$ cat src/rtl/ray_dispatch_scheduler.sv
// Frame sequencer for the ray-march pipeline: raster coordinate issue, credit-bounded
// in-flight tracking, frame-boundary config shadowing. Optional counters: RAY_SCHED_PERF_EN.
module ray_dispatch_scheduler #(
    parameter int SCREEN_W     = 640,
    parameter int SCREEN_H     = 480,
    parameter int FRAC_BITS    = 21,
    parameter int MAX_INFLIGHT = 16,
    parameter int CFG_W        = 256,
    localparam int IW          = $clog2(MAX_INFLIGHT + 1)
) (
    input  logic             out_stream_aclk,
    input  logic             periph_reset,
    input  logic             enable,
    input  logic [CFG_W-1:0] cfg_in,
    input  logic             cfg_update,
    output logic [CFG_W-1:0] cfg_out,
    output logic             issue_valid,
    input  logic             issue_ready,
    output logic [31:0]      screen_x,
    output logic [31:0]      screen_y,
    output logic             issue_sof,
    output logic             issue_eol,
    input  logic             retire,
    output logic [IW-1:0]    inflight,
    output logic             busy,
    output logic             frame_done,
    output logic             retire_err
`ifdef RAY_SCHED_PERF_EN
    ,
    output logic [31:0]      frame_cycles,
    output logic [31:0]      stall_credit,
    output logic [31:0]      stall_ready
`endif
);

    localparam int XW = (SCREEN_W > 1) ? $clog2(SCREEN_W) : 1;
    localparam int YW = (SCREEN_H > 1) ? $clog2(SCREEN_H) : 1;

    localparam logic [1:0] ST_IDLE  = 2'd0;
    localparam logic [1:0] ST_LOAD  = 2'd1;
    localparam logic [1:0] ST_ISSUE = 2'd2;
    localparam logic [1:0] ST_DRAIN = 2'd3;

    logic [1:0]       state_q, state_d;
    logic [XW-1:0]    x_q, x_d;
    logic [YW-1:0]    y_q, y_d;
    logic [IW-1:0]    infl_q, infl_d;
    logic             first_q, first_d;
    logic             pend_q, pend_d;
    logic [CFG_W-1:0] cfg_q, cfg_d;
    logic             valid_q, valid_d;
    logic [31:0]      sx_q, sx_d;
    logic [31:0]      sy_q, sy_d;
    logic             sof_q, sof_d;
    logic             eol_q, eol_d;
    logic             busy_q, busy_d;
    logic             done_q, done_d;
    logic             err_q, err_d;
    logic             xfer_s;
    logic             last_x_s;
    logic             last_y_s;

    // Next-state logic: FSM, raster indices, credit count, config shadow, output registers.
    always_comb begin
        state_d  = state_q;
        x_d      = x_q;
        y_d      = y_q;
        infl_d   = infl_q;
        first_d  = first_q;
        pend_d   = pend_q | cfg_update;
        cfg_d    = cfg_q;
        err_d    = err_q;
        done_d   = 1'b0;
        xfer_s   = valid_q & issue_ready;
        last_x_s = (x_q == XW'(SCREEN_W - 1));
        last_y_s = (y_q == YW'(SCREEN_H - 1));

        case ({xfer_s, retire})
            2'b10: infl_d = infl_q + IW'(1);
            2'b01: begin
                if (infl_q == {IW{1'b0}}) begin
                    err_d = 1'b1;
                end else begin
                    infl_d = infl_q - IW'(1);
                end
            end
            default: infl_d = infl_q;
        endcase

        case (state_q)
            ST_IDLE: begin
                if (enable) begin
                    state_d = ST_LOAD;
                end else begin
                    state_d = ST_IDLE;
                end
            end
            ST_LOAD: begin
                // An update landing in the capture cycle stays pending for the next frame.
                if (pend_q || first_q) begin
                    cfg_d   = cfg_in;
                    pend_d  = cfg_update;
                    first_d = 1'b0;
                end else begin
                    cfg_d = cfg_q;
                end
                state_d = ST_ISSUE;
            end
            ST_ISSUE: begin
                if (xfer_s) begin
                    if (last_x_s) begin
                        x_d = {XW{1'b0}};
                        if (last_y_s) begin
                            y_d     = {YW{1'b0}};
                            state_d = ST_DRAIN;
                        end else begin
                            y_d = y_q + YW'(1);
                        end
                    end else begin
                        x_d = x_q + XW'(1);
                    end
                end else begin
                    x_d = x_q;
                end
            end
            ST_DRAIN: begin
                if (infl_d == {IW{1'b0}}) begin
                    done_d  = 1'b1;
                    state_d = enable ? ST_LOAD : ST_IDLE;
                end else begin
                    state_d = ST_DRAIN;
                end
            end
            default: state_d = ST_IDLE;
        endcase

        // Outputs are computed from next state so they are registered yet cycle-accurate.
        valid_d = (state_d == ST_ISSUE) && (infl_d < IW'(MAX_INFLIGHT));
        sx_d    = 32'(x_d) << FRAC_BITS;
        sy_d    = 32'(y_d) << FRAC_BITS;
        sof_d   = (state_d == ST_ISSUE) && (x_d == {XW{1'b0}}) && (y_d == {YW{1'b0}});
        eol_d   = (state_d == ST_ISSUE) && (x_d == XW'(SCREEN_W - 1));
        busy_d  = (state_d != ST_IDLE);
    end

    // State and output registers.
    always_ff @(posedge out_stream_aclk or posedge periph_reset) begin
        if (periph_reset) begin
            state_q <= ST_IDLE;
            x_q     <= {XW{1'b0}};
            y_q     <= {YW{1'b0}};
            infl_q  <= {IW{1'b0}};
            first_q <= 1'b1;
            pend_q  <= 1'b0;
            cfg_q   <= {CFG_W{1'b0}};
            valid_q <= 1'b0;
            sx_q    <= 32'd0;
            sy_q    <= 32'd0;
            sof_q   <= 1'b0;
            eol_q   <= 1'b0;
            busy_q  <= 1'b0;
            done_q  <= 1'b0;
            err_q   <= 1'b0;
        end else begin
            state_q <= state_d;
            x_q     <= x_d;
            y_q     <= y_d;
            infl_q  <= infl_d;
            first_q <= first_d;
            pend_q  <= pend_d;
            cfg_q   <= cfg_d;
            valid_q <= valid_d;
            sx_q    <= sx_d;
            sy_q    <= sy_d;
            sof_q   <= sof_d;
            eol_q   <= eol_d;
            busy_q  <= busy_d;
            done_q  <= done_d;
            err_q   <= err_d;
        end
    end

    assign cfg_out     = cfg_q;
    assign issue_valid = valid_q;
    assign screen_x    = sx_q;
    assign screen_y    = sy_q;
    assign issue_sof   = sof_q;
    assign issue_eol   = eol_q;
    assign inflight    = infl_q;
    assign busy        = busy_q;
    assign frame_done  = done_q;
    assign retire_err  = err_q;

`ifdef RAY_SCHED_PERF_EN
    logic [31:0] fcyc_q, scred_q, srdy_q;

    function automatic logic [31:0] sat_inc(input logic [31:0] v);
        sat_inc = (v == 32'hFFFF_FFFF) ? v : v + 32'd1;
    endfunction

    // Restarting in LOAD keeps the previous frame's totals visible alongside frame_done.
    always_ff @(posedge out_stream_aclk or posedge periph_reset) begin
        if (periph_reset) begin
            fcyc_q  <= 32'd0;
            scred_q <= 32'd0;
            srdy_q  <= 32'd0;
        end else if (state_q == ST_LOAD) begin
            fcyc_q  <= 32'd1;
            scred_q <= 32'd0;
            srdy_q  <= 32'd0;
        end else if (state_q != ST_IDLE) begin
            fcyc_q <= sat_inc(fcyc_q);
            if ((state_q == ST_ISSUE) && (infl_q == IW'(MAX_INFLIGHT))) begin
                scred_q <= sat_inc(scred_q);
            end else begin
                scred_q <= scred_q;
            end
            if ((state_q == ST_ISSUE) && valid_q && !issue_ready) begin
                srdy_q <= sat_inc(srdy_q);
            end else begin
                srdy_q <= srdy_q;
            end
        end else begin
            fcyc_q  <= fcyc_q;
            scred_q <= scred_q;
            srdy_q  <= srdy_q;
        end
    end

    assign frame_cycles = fcyc_q;
    assign stall_credit = scred_q;
    assign stall_ready  = srdy_q;
`endif

endmodule

$ cat config.mk
export PLATFORM = sky130hd
export DESIGN_NAME = ray_dispatch_scheduler
export DESIGN_NICKNAME = d
export VERILOG_FILES = /design/src/rtl/ray_dispatch_scheduler.sv
export SDC_FILE = /design/constraint.sdc
export NUM_CORES = 1
export LEC_CHECK = 0
export CORE_AREA = 2 2 232 234
export CTS_CLUSTER_DIAMETER = 200
export DETAILED_ROUTE_END_ITERATION = 12
export DIE_AREA = 0 0 234 236
export GPL_ROUTABILITY_DRIVEN = 0
export GPL_TIMING_DRIVEN = 1
export SYNTH_ARGS = -nofsm -noshare
export SYNTH_HDL_FRONTEND = slang
export SYNTH_SLANG_ARGS = --single-unit
$ cat constraint.sdc
create_clock -name out_stream_aclk -period 10.7 [get_ports out_stream_aclk]
set_clock_uncertainty 0.1 [all_clocks]
set_input_delay 1.605 -clock out_stream_aclk [delete_from_list [all_inputs] [get_ports out_stream_aclk]]
set_output_delay 1.605 -clock out_stream_aclk [all_outputs]
set_load 0.02 [all_outputs]
==> results.sh, run 1 <==
export IMPL_via_per_inst=4.100
export IMPL_timing_final_ws_setup_ns=6.532
export IMPL_ys_flop_type="dfrtp_1"
export IMPL_async_reset_ff_share_pct=100.0
export IMPL_io_pins=593
export IMPL_worst_endpoint_required_ns=11.03
export IMPL_drc=0
export IMPL_die_w_um=234
export IMPL_p_comb_share_pct=46.1
export IMPL_maxSlewHeadroom_pct=24.36
export IMPL_critPathCapture="issue_sof"
export IMPL_synth_area_top_cells="dfrtp_1 (61%), mux2_2 (25%), buf_4 (2.9%), clkbuf_1 (1.1%), nand2_1 (0.92%)"
export IMPL_cpLargestDelayFamily="simple AND/OR/NAND/NOR gates"
export IMPL_cts_resized=0
export IMPL_wl_um=35340
export IMPL_n_antenna_cell=0
export IMPL_slowest_delay_ns=0.99
export IMPL_max_vdd_ir_drop_uv=172.2
export IMPL_final_hold_violation_count=0
export IMPL_reg2reg_slack_ns=7.50
export IMPL_first_pass_iters=4
export IMPL_finalSetupViolations=0
export IMPL_critPathLaunchType="primary input"
export IMPL_final_cell_mix="clkdlybuf4s50_1 (547), dfrtp_1 (289), mux2_2 (260)"
export IMPL_pre_cts_ws_ns=5.962
export IMPL_worstSetupPathDepth=7
export IMPL_grt_pass1_wl_um=53390
export IMPL_min_delay_start="retire_err"
export IMPL_initial_core_util_pct=22.38
export IMPL_power_leakage_nw=7.842
export IMPL_drtIter0Drc=399
export IMPL_syn_avg_cell_area_um2=14.47
export IMPL_synth_cell_types=58
export IMPL_cap_violations=0
export IMPL_fillers=5110
export IMPL_numPortBuffers=547
export IMPL_die_y_um=236
export IMPL_status="completed"
export IMPL_drive_gt1_share_pct=24.32
export IMPL_synth_top_area_share_pct=60.89
export IMPL_overflow=0
export IMPL_clockPowerShare_pct=21.7
export IMPL_post_cts_buffers=0
export IMPL_power_frac_seq_pct=32.2
export IMPL_numCtsBuffers=36
export IMPL_antenna_found_initial=1
export IMPL_ys_seq_area_share_pct=61.11
export IMPL_tightest_slew_ns=1.124
export IMPL_ctsHoldBuffers=0
export IMPL_r2r_start="screen_x[21]"
export IMPL_fmax_mhz=239.9
export IMPL_period_share_pct=38.95
export IMPL_worstSetupPathType="primary input to flip-flop"
export IMPL_crit_path_end_kind="flip-flop"
export IMPL_cts_root_buf="clkbuf_16"
export IMPL_tns_ns=0
export IMPL_coreArea_um2=53070
export IMPL_dpl_hpwl_um=25810
export IMPL_p_sw_mw=2.064
export IMPL_clk_latency_ns=0.53
export IMPL_ys_ff_latch=290
export IMPL_layout_commonest_cell="clkdlybuf4s50_1"
export IMPL_power_density_nw_per_um2=310.8
export IMPL_rows=85
export IMPL_hold_class="flip-flop to flip-flop"
export IMPL_rr_endpoint="issue_sof"
export IMPL_p_sw_share_pct=34.57
export IMPL_arrival_ns=4.50
export IMPL_grt_use_met2_pct=22.02
export IMPL_crit_fanout=9
export IMPL_clockBufferDepth=3
export IMPL_ant_nets=0
export IMPL_clock_sinks=290
export IMPL_path_clk_slew_ns=0.06
export IMPL_post_route_util_pct=36.20
export IMPL_worst_r2r_cell_count=7
export IMPL_grt_util_met1_pct=13.86
export IMPL_grt_pass1_vias=9188
export IMPL_ys_warn_count=0
export IMPL_htreeDepth=2
export IMPL_wl_per_cell_um=16.91
export IMPL_synth_top_area_cell="dfrtp_1"
export IMPL_busiest_layer="met2"
export IMPL_nets=1637
export IMPL_grt_met3_usage_pct=3.929
export IMPL_maxSlewViolCount=0
export IMPL_cp_cell_sequence="clkdlybuf4s50_1 -> nand4b_4 -> nor4_1 -> mux2_2 -> nor4bb_1 -> o2111ai_1 -> nor4_2"
export IMPL_synth_edf_count=0
export IMPL_die_area_um2=55220
export IMPL_crit_slowest_cell="nor4_1"
export IMPL_period_minus_slack_ns=4.168
export IMPL_grt_setup_unrepaired="no"
export IMPL_synth_cell_area_um2=11880
export IMPL_routed_via_count=8569
export IMPL_startpoint="issue_ready"
export IMPL_critPathBufInv=1
export IMPL_grt_max_degree=154
export IMPL_cts_tree="yes"
export IMPL_p_int_mw=3.906
export IMPL_area_delta_synth_final_pct=61.75
export IMPL_synthCells=821
export IMPL_grt_use_total_pct=12.42
-- how the worst min path moves through the flow --
stage | to | cells past startpoint
floorplan | pend_q | 1
finish | retire_err | 1
global route | retire_err | 1
global placement | retire_err | 1
detailed placement | retire_err | 1
CTS | retire_err | 1
-- cell usage after synthesis (3+ instances only) --
master	instances
clkbuf_1	34
nor3_1	4
buf_2	4
and3_1	4
nand4_1	7
nor2_1	12
nand2_1	29
or2_2	3
mux2_2	260
or3_1	5
buf_4	46
nand3_1	17
o31ai_1	5
xnor2_1	9
dfrtp_1	289
and2_1	3
ha_1	6
o21ai_0	10
inv_1	7
nand2b_1	4
nor4_1	4
a21o_1	4
a21oi_1	10
-- area by class of cell --
class / instances / area, um2 / area share (%)
Inverter: 7 / 33.78 / 0.1758
Timing Repair Buffer: 553 / 5533 / 28.80
Clock inverter: 14 / 211.5 / 1.101
Tap cell: 696 / 870.8 / 4.533
Clock buffer: 49 / 1062 / 5.529
Sequential cell: 290 / 7258 / 37.78
Multi-Input combinational cell: 481 / 4243 / 22.08
-- logic make-up (layout without fill, tap and decap cells) --
family,count (synthesis),after routing,share of synthesized area [%]
xor gates and xnor gates,11,11,0.8112
AOI/OAI and AO/OA,45,45,2.560
buffers and inverters,94,623,4.624
DFF,290,290,61.11
other,1,45,0.03157
muxes,261,261,24.73
adders and majority gates,6,6,0.6320
and+or+nand+nor,113,113,5.499
-- metal layers --
layer  part of all wire [%]  wire [um]  vias up
met2                     51      18150      339
met4                    2.7        953        2
met5                  0.037         13        -
met1                     38      13350     4230
li1                       -          -     3941
met3                    8.1       2869       57
-- flip-flops by register name, summed over array words and instances, names as in the netlist --
name         flops
busy             1
pend_q           1
issue_sof        1
issue_eol        1
screen_y         9
first_q          1
frame_done       1
state_q          2
inflight         5
cfg_out        256
screen_x        10
issue_valid      1
retire_err       1
-- metrics by stage --
step | instances | power, mW | instance area (um2) | hold slack, ns
floorplan | 865 | 3.340 | 12040 | 0.3501
global placement | 2027 | 4.688 | 17940 | 0.3474
detailed placement | 2027 | 4.723 | 17940 | 0.3655
CTS | 2090 | 6.069 | 19210 | 0.3759
global route | 2090 | 6.293 | 19210 | 0.4061
finish | 2090 | 5.970 | 19210 | 0.3729
-- worst register-to-register path, stage by stage (launching register included) --
cell,delay [ns]
dfrtp_1,0.48
ha_1,0.28
nand3_1,0.18
nor4_1,0.95
mux2_2,0.44
nor4bb_1,0.27
o2111ai_1,0.17
nor4_2,0.25
-- power groups by stage --
stage / sequential (mW) / clock, mW / combinational, mW
2_1_floorplan: 2.52 / 0 / 0.816
3_3_place_gp: 1.92 / 0 / 2.77
3_5_place_dp: 1.94 / 0 / 2.78
4_1_cts: 1.93 / 1.34 / 2.79
5_1_grt: 2.00 / 1.39 / 2.91
6_report: 1.92 / 1.30 / 2.75
No activity file was read; power rests on OpenSTA's default activity.
==> run 2: changes to the inputs <==
==> constraint.sdc (replaced) <==
create_clock -name out_stream_aclk -period 3.9 [get_ports out_stream_aclk]
set_clock_uncertainty 0.1 [all_clocks]
set_input_delay 0.585 -clock out_stream_aclk [delete_from_list [all_inputs] [get_ports out_stream_aclk]]
set_output_delay 0.585 -clock out_stream_aclk [all_outputs]
set_load 0.02 [all_outputs]
==> results.sh, run 2 (same netlist as run 1, synthesis figures left out) <==
export IMPL_nets=1652
export IMPL_rows=85
export IMPL_tightest_slew_ns=0.7391
export IMPL_ctsHoldBuffers=0
export IMPL_cts_resized=0
export IMPL_numCtsBuffers=36
export IMPL_fmax_mhz=326.6
export IMPL_whs_ns=0.3645
export IMPL_whs_path_depth=1
export IMPL_cts_tree="yes"
export IMPL_cp_cell_sequence="clkdlybuf4s50_1 -> nand2_1 -> inv_1 -> ha_1 -> nor2_1 -> mux2_2 -> a22o_1 -> or4_4 -> or3_1 -> a21o_1"
export IMPL_period_minus_slack_ns=3.062
export IMPL_area_delta_synth_final_pct=62.96
export IMPL_p_total_mw=16.41
export IMPL_die_y_um=236
export IMPL_die_area_um2=55220
export IMPL_final_cell_mix="clkdlybuf4s50_1 (547), dfrtp_1 (289), mux2_2 (260)"
export IMPL_finalSetupViolations=0
export IMPL_grt_max_degree=100
export IMPL_r2r_start="issue_valid"
export IMPL_critPathLaunchType="primary input"
export IMPL_slowest_delay_ns=0.56
export IMPL_min_delay_start="retire_err"
export IMPL_ant_nets=0
export IMPL_wl_per_cell_um=16.72
export IMPL_cts_root_buf="clkbuf_16"
export IMPL_crit_fanout=11
export IMPL_p_sw_mw=5.651
export IMPL_crit_path_end_kind="flip-flop"
export IMPL_grt_setup_unrepaired="no"
export IMPL_first_pass_iters=4
export IMPL_grt_pass1_vias=9060
export IMPL_power_leakage_nw=7.926
export IMPL_numPortBuffers=547
export IMPL_cap_violations=0
export IMPL_power_density_nw_per_um2=847.7
export IMPL_maxSlewHeadroom_pct=50.63
export IMPL_io_pins=593
export IMPL_htreeDepth=2
export IMPL_coreArea_um2=53070
export IMPL_reg2reg_slack_ns=0.97
export IMPL_dpl_hpwl_um=26410
export IMPL_status="completed"
export IMPL_clk_latency_ns=0.52
export IMPL_path_clk_slew_ns=0.05
export IMPL_antenna_found_initial=1
export IMPL_critPathBufInv=2
export IMPL_p_comb_share_pct=46.4
export IMPL_stdcell_count=2105
export IMPL_via_per_inst=4.115
export IMPL_crit_slowest_cell="or4_4"
export IMPL_fillers=5110
export IMPL_overflow=0
export IMPL_routed_via_count=8663
export IMPL_holdPathEnd="retire_err"
export IMPL_maxSlewViolCount=0
export IMPL_grt_pass1_wl_um=53060
export IMPL_worst_endpoint_required_ns=4.21
export IMPL_drtIter0Drc=316
export IMPL_worst_r2r_cell_count=9
export IMPL_largest_register_ffs=256
export IMPL_drc=0
export IMPL_worstSetupPathType="primary input to flip-flop"
export IMPL_p_int_mw=10.76
export IMPL_grt_use_total_pct=12.35
export IMPL_dp_cells=2042
export IMPL_n_antenna_cell=0
export IMPL_clockBufferDepth=3
export IMPL_p_sw_share_pct=34.44
export IMPL_drive_gt1_share_pct=24.98
export IMPL_wl_um=35200
export IMPL_power_frac_seq_pct=32.0
export IMPL_max_vdd_ir_drop_uv=454.8
export IMPL_layout_commonest_cell="clkdlybuf4s50_1"
export IMPL_period_share_pct=78.50
export IMPL_initial_core_util_pct=22.38
export IMPL_arrival_ns=3.37
export IMPL_clockPowerShare_pct=21.6
export IMPL_clock_sinks=290
export IMPL_final_hold_violation_count=0
export IMPL_cpLargestDelayFamily="simple AND/OR/NAND/NOR gates"
export IMPL_rr_endpoint="state_q[0]"
export IMPL_hold_class="flip-flop to flip-flop"
export IMPL_post_cts_buffers=0
export IMPL_die_w_um=234
## run 2: final cells by class
| cell class | instances | area (um2) | area share, % |
|---|---|---|---|
| Timing Repair Buffer | 568 | 5695 | 29.42 |
| Clock buffer | 49 | 1031 | 5.326 |
| Clock inverter | 14 | 227.7 | 1.176 |
| Inverter | 7 | 30.03 | 0.1551 |
| Multi-Input combinational cell | 481 | 4243 | 21.92 |
| Sequential cell | 290 | 7258 | 37.50 |
| Tap cell | 696 | 870.8 | 4.499 |
## run 2: worst max path at each step
stage	slack, ns	end	start	depth (start not counted)
4_1_cts	0.87	state_q[0]	issue_ready	10
2_1_floorplan	-0.63	busy	periph_reset	1
3_3_place_gp	0.35	state_q[0]	issue_ready	10
6_report	0.84	state_q[0]	issue_ready	10
5_1_grt	0.74	state_q[0]	issue_ready	10
3_5_place_dp	0.31	state_q[0]	issue_ready	10
## run 2: power groups by stage
stage	Sequential [mW]	Clock (mW)	Combinational, mW
finish	5.26	3.54	7.61
global route	5.46	3.78	8.04
CTS	5.28	3.66	7.73
detailed placement	5.31	0	7.70
global placement	5.25	0	7.64
floorplan	6.93	0	2.24
## run 2: worst register-to-register path, delay by kind of cell (launching register included)
kind            cells  cell delay (ns)
mux                 1             0.27
buf+inv             1             0.05
fa+ha+maj           1             0.46
compound gates      2             0.42
simple gates        4             1.10
flops               1             0.42
## run 2: stage by stage
stage / TNS, ns / util, % / setup slack, ns / area [um2]
2_1_floorplan: -182.47 / - / -0.6314 / 12050
3_3_place_gp: 0 / 34.10 / 0.3461 / 18100
3_5_place_dp: 0 / 34.10 / 0.3062 / 18100
4_1_cts: 0 / 36.47 / 0.8722 / 19360
5_1_grt: 0 / 36.47 / 0.7362 / 19360
6_report: 0 / 36.47 / 0.8384 / 19360
## run 2: routing by layer
layer	wire [um]	GRT usage, %	vias up
met1	13560	14.04	4309
met2	17670	21.44	343
met5	13	0	-
met4	920	3.874	2
li1	-	-	3953
met3	3042	4.425	56
==> run 3: changes to the inputs <==
--- a/config.mk
+++ b/config.mk
@@ -5,10 +5,10 @@
 export SDC_FILE = /design/constraint.sdc
 export NUM_CORES = 1
 export LEC_CHECK = 0
-export CORE_AREA = 2 2 232 234
+export CORE_AREA = 2 2 230 232
 export CTS_CLUSTER_DIAMETER = 200
 export DETAILED_ROUTE_END_ITERATION = 12
-export DIE_AREA = 0 0 234 236
+export DIE_AREA = 0 0 232 234
 export GPL_ROUTABILITY_DRIVEN = 0
 export GPL_TIMING_DRIVEN = 1
 export SYNTH_ARGS = -nofsm -noshare
==> constraint.sdc (replaced) <==
create_clock -name out_stream_aclk -period 2.46 [get_ports out_stream_aclk]
set_clock_uncertainty 0.1 [all_clocks]
set_input_delay 0.369 -clock out_stream_aclk [delete_from_list [all_inputs] [get_ports out_stream_aclk]]
set_output_delay 0.369 -clock out_stream_aclk [all_outputs]
set_load 0.02 [all_outputs]
==> results.sh, run 3 (same netlist as run 1, synthesis figures left out) <==
export IMPL_status="complete, but fails checks"
export IMPL_violations="negative setup slack"
export IMPL_final_hold_violation_count=0
export IMPL_largest_register_ffs=256
export IMPL_ff_latch_area_um2=7259
export IMPL_max_vdd_ir_drop_uv=621.9
export IMPL_grt_pass1_vias=9331
export IMPL_io_pins=593
export IMPL_via_per_inst=4.127
export IMPL_area_delta_synth_final_pct=67.03
export IMPL_cts_tree="yes"
export IMPL_final_area_um2=19840
export IMPL_tightest_slew_ns=0.5458
export IMPL_ctsHoldBuffers=0
export IMPL_drive_gt1_share_pct=29.18
export IMPL_die_w_um=232
export IMPL_critPathLaunchType="flip-flop"
export IMPL_nets=1712
export IMPL_antenna_found_initial=0
export IMPL_worst_endpoint_required_ns=2.78
export IMPL_clockBufferDepth=3
export IMPL_clock_sinks=290
export IMPL_rows=84
export IMPL_numCtsBuffers=35
export IMPL_r2r_start="issue_valid"
export IMPL_drc=0
export IMPL_crit_path_end_kind="flip-flop"
export IMPL_dpl_cell_area_um2=18600
export IMPL_cts_root_buf="clkbuf_16"
export IMPL_grt_use_total_pct=12.84
export IMPL_worst_r2r_cell_count=9
export IMPL_dpl_hpwl_um=28060
export IMPL_period_share_pct=101.4
export IMPL_post_route_util_pct=38.13
export IMPL_period_minus_slack_ns=2.494
export IMPL_coreArea_um2=52020
export IMPL_grt_max_degree=65
export IMPL_crit_fanout=5
export IMPL_arrival_ns=2.81
export IMPL_finalSetupViolations=1
export IMPL_multi_input_area_um2=4358
export IMPL_drtIter0Drc=287
export IMPL_power_density_nw_per_um2=1307
export IMPL_worstSetupPathType="flip-flop to flip-flop"
export IMPL_hold_class="primary input to asynchronous set/reset pin"
export IMPL_die_y_um=234
export IMPL_rr_endpoint="state_q[0]"
export IMPL_htreeDepth=2
export IMPL_timing_final_ws_setup_ns=-0.03437
export IMPL_pre_cts_ws_ns=-0.6440
export IMPL_maxSlewHeadroom_pct=63.15
export IMPL_n_antenna_cell=0
export IMPL_numPortBuffers=547
export IMPL_initial_core_util_pct=22.83
export IMPL_routed_via_count=8893
export IMPL_first_pass_iters=4
export IMPL_cap_violations=0
export IMPL_overflow=0
export IMPL_layout_commonest_cell="clkdlybuf4s50_1"
export IMPL_die_area_um2=54290
export IMPL_reg2reg_slack_ns=-0.03
export IMPL_ant_nets=0
export IMPL_wl_per_cell_um=17.13
export IMPL_wl_um=36910
export IMPL_fillers=5011
export IMPL_power_leakage_nw=8.224
export IMPL_grt_setup_unrepaired="yes"
export IMPL_fmax_mhz=400.9
export IMPL_final_cell_mix="clkdlybuf4s50_1 (546), dfrtp_1 (288), mux2_2 (260)"
export IMPL_grt_pass1_wl_um=53760
export IMPL_path_clk_slew_ns=0.05
export IMPL_maxSlewViolCount=0
export IMPL_clk_latency_ns=0.53
run 3: repair_timing:
item | CTS | global route
buffers inserted | 6 | 1
pin swaps | 8 | 1
gates cloned | 1 | 0
gates resized for setup | 15 | 9
setup endpoints to repair | 2 | 4
run 3: power by group:
group          switching, mW  internal, mW
clock                   2.04          2.83
sequential              1.20          7.05
combinational           5.93          6.87
total                   9.18          16.7
run 3: layout make-up:
cell class              count  share of cell area (%)
clock inverters            13                  0.3847
well taps                 688                   4.339
repair buffers            629                   31.57
flip-flops and latches    290                   36.59
clock buffers              47                   4.995
multi-input cells         481                   21.97
inverters                   7                  0.1514
run 3: stage by stage:
stage / TNS (ns) / cells / total power [mW] / hold slack, ns
after global placement: -2.473 / 2087 / 20.86 / 0.3648
after global routing: -0.1936 / 2155 / 27.29 / 0.07512
after CTS: -0.04648 / 2154 / 26.26 / 0.05697
after floorplan: -537.60 / 865 / 14.53 / 0.3501
final: -0.03437 / 2155 / 25.93 / 0.08745
after detailed placement: -2.934 / 2087 / 21.01 / 0.3551
run 3: worst max path at each step:
stage / from / end / slack, ns / depth (start not counted)
2_1_floorplan: periph_reset / busy / -1.86 / 1
3_3_place_gp: issue_ready / state_q[0] / -0.58 / 10
3_5_place_dp: issue_ready / state_q[0] / -0.64 / 10
4_1_cts: inflight[0] / state_q[0] / -0.05 / 8
5_1_grt: issue_valid / state_q[0] / -0.1 / 9
6_report: issue_valid / state_q[0] / -0.03 / 9
run 3: worst max-delay path: stages, from the launching register on:
cell and delay (ns):
dfrtp_1 0.38, nand2_2 0.08, inv_2 0.05, ha_4 0.22, buf_6 0.13, o31ai_4 0.26, o31ai_2 0.11, or4_4 0.55
or3_1 0.33, a21o_1 0.16
run 3: per-layer routing:
| metal | vias up | part of all wire (%) | global-route usage [%] |
|---|---|---|---|
| met2 | 351 | 52 | 22.43 |
| met1 | 4419 | 38 | 14.74 |
| li1 | 4071 | - | - |
| met4 | 0 | 2.2 | 4.026 |
| met5 | - | 0 | 0 |
| met3 | 52 | 8.2 | 4.426 |
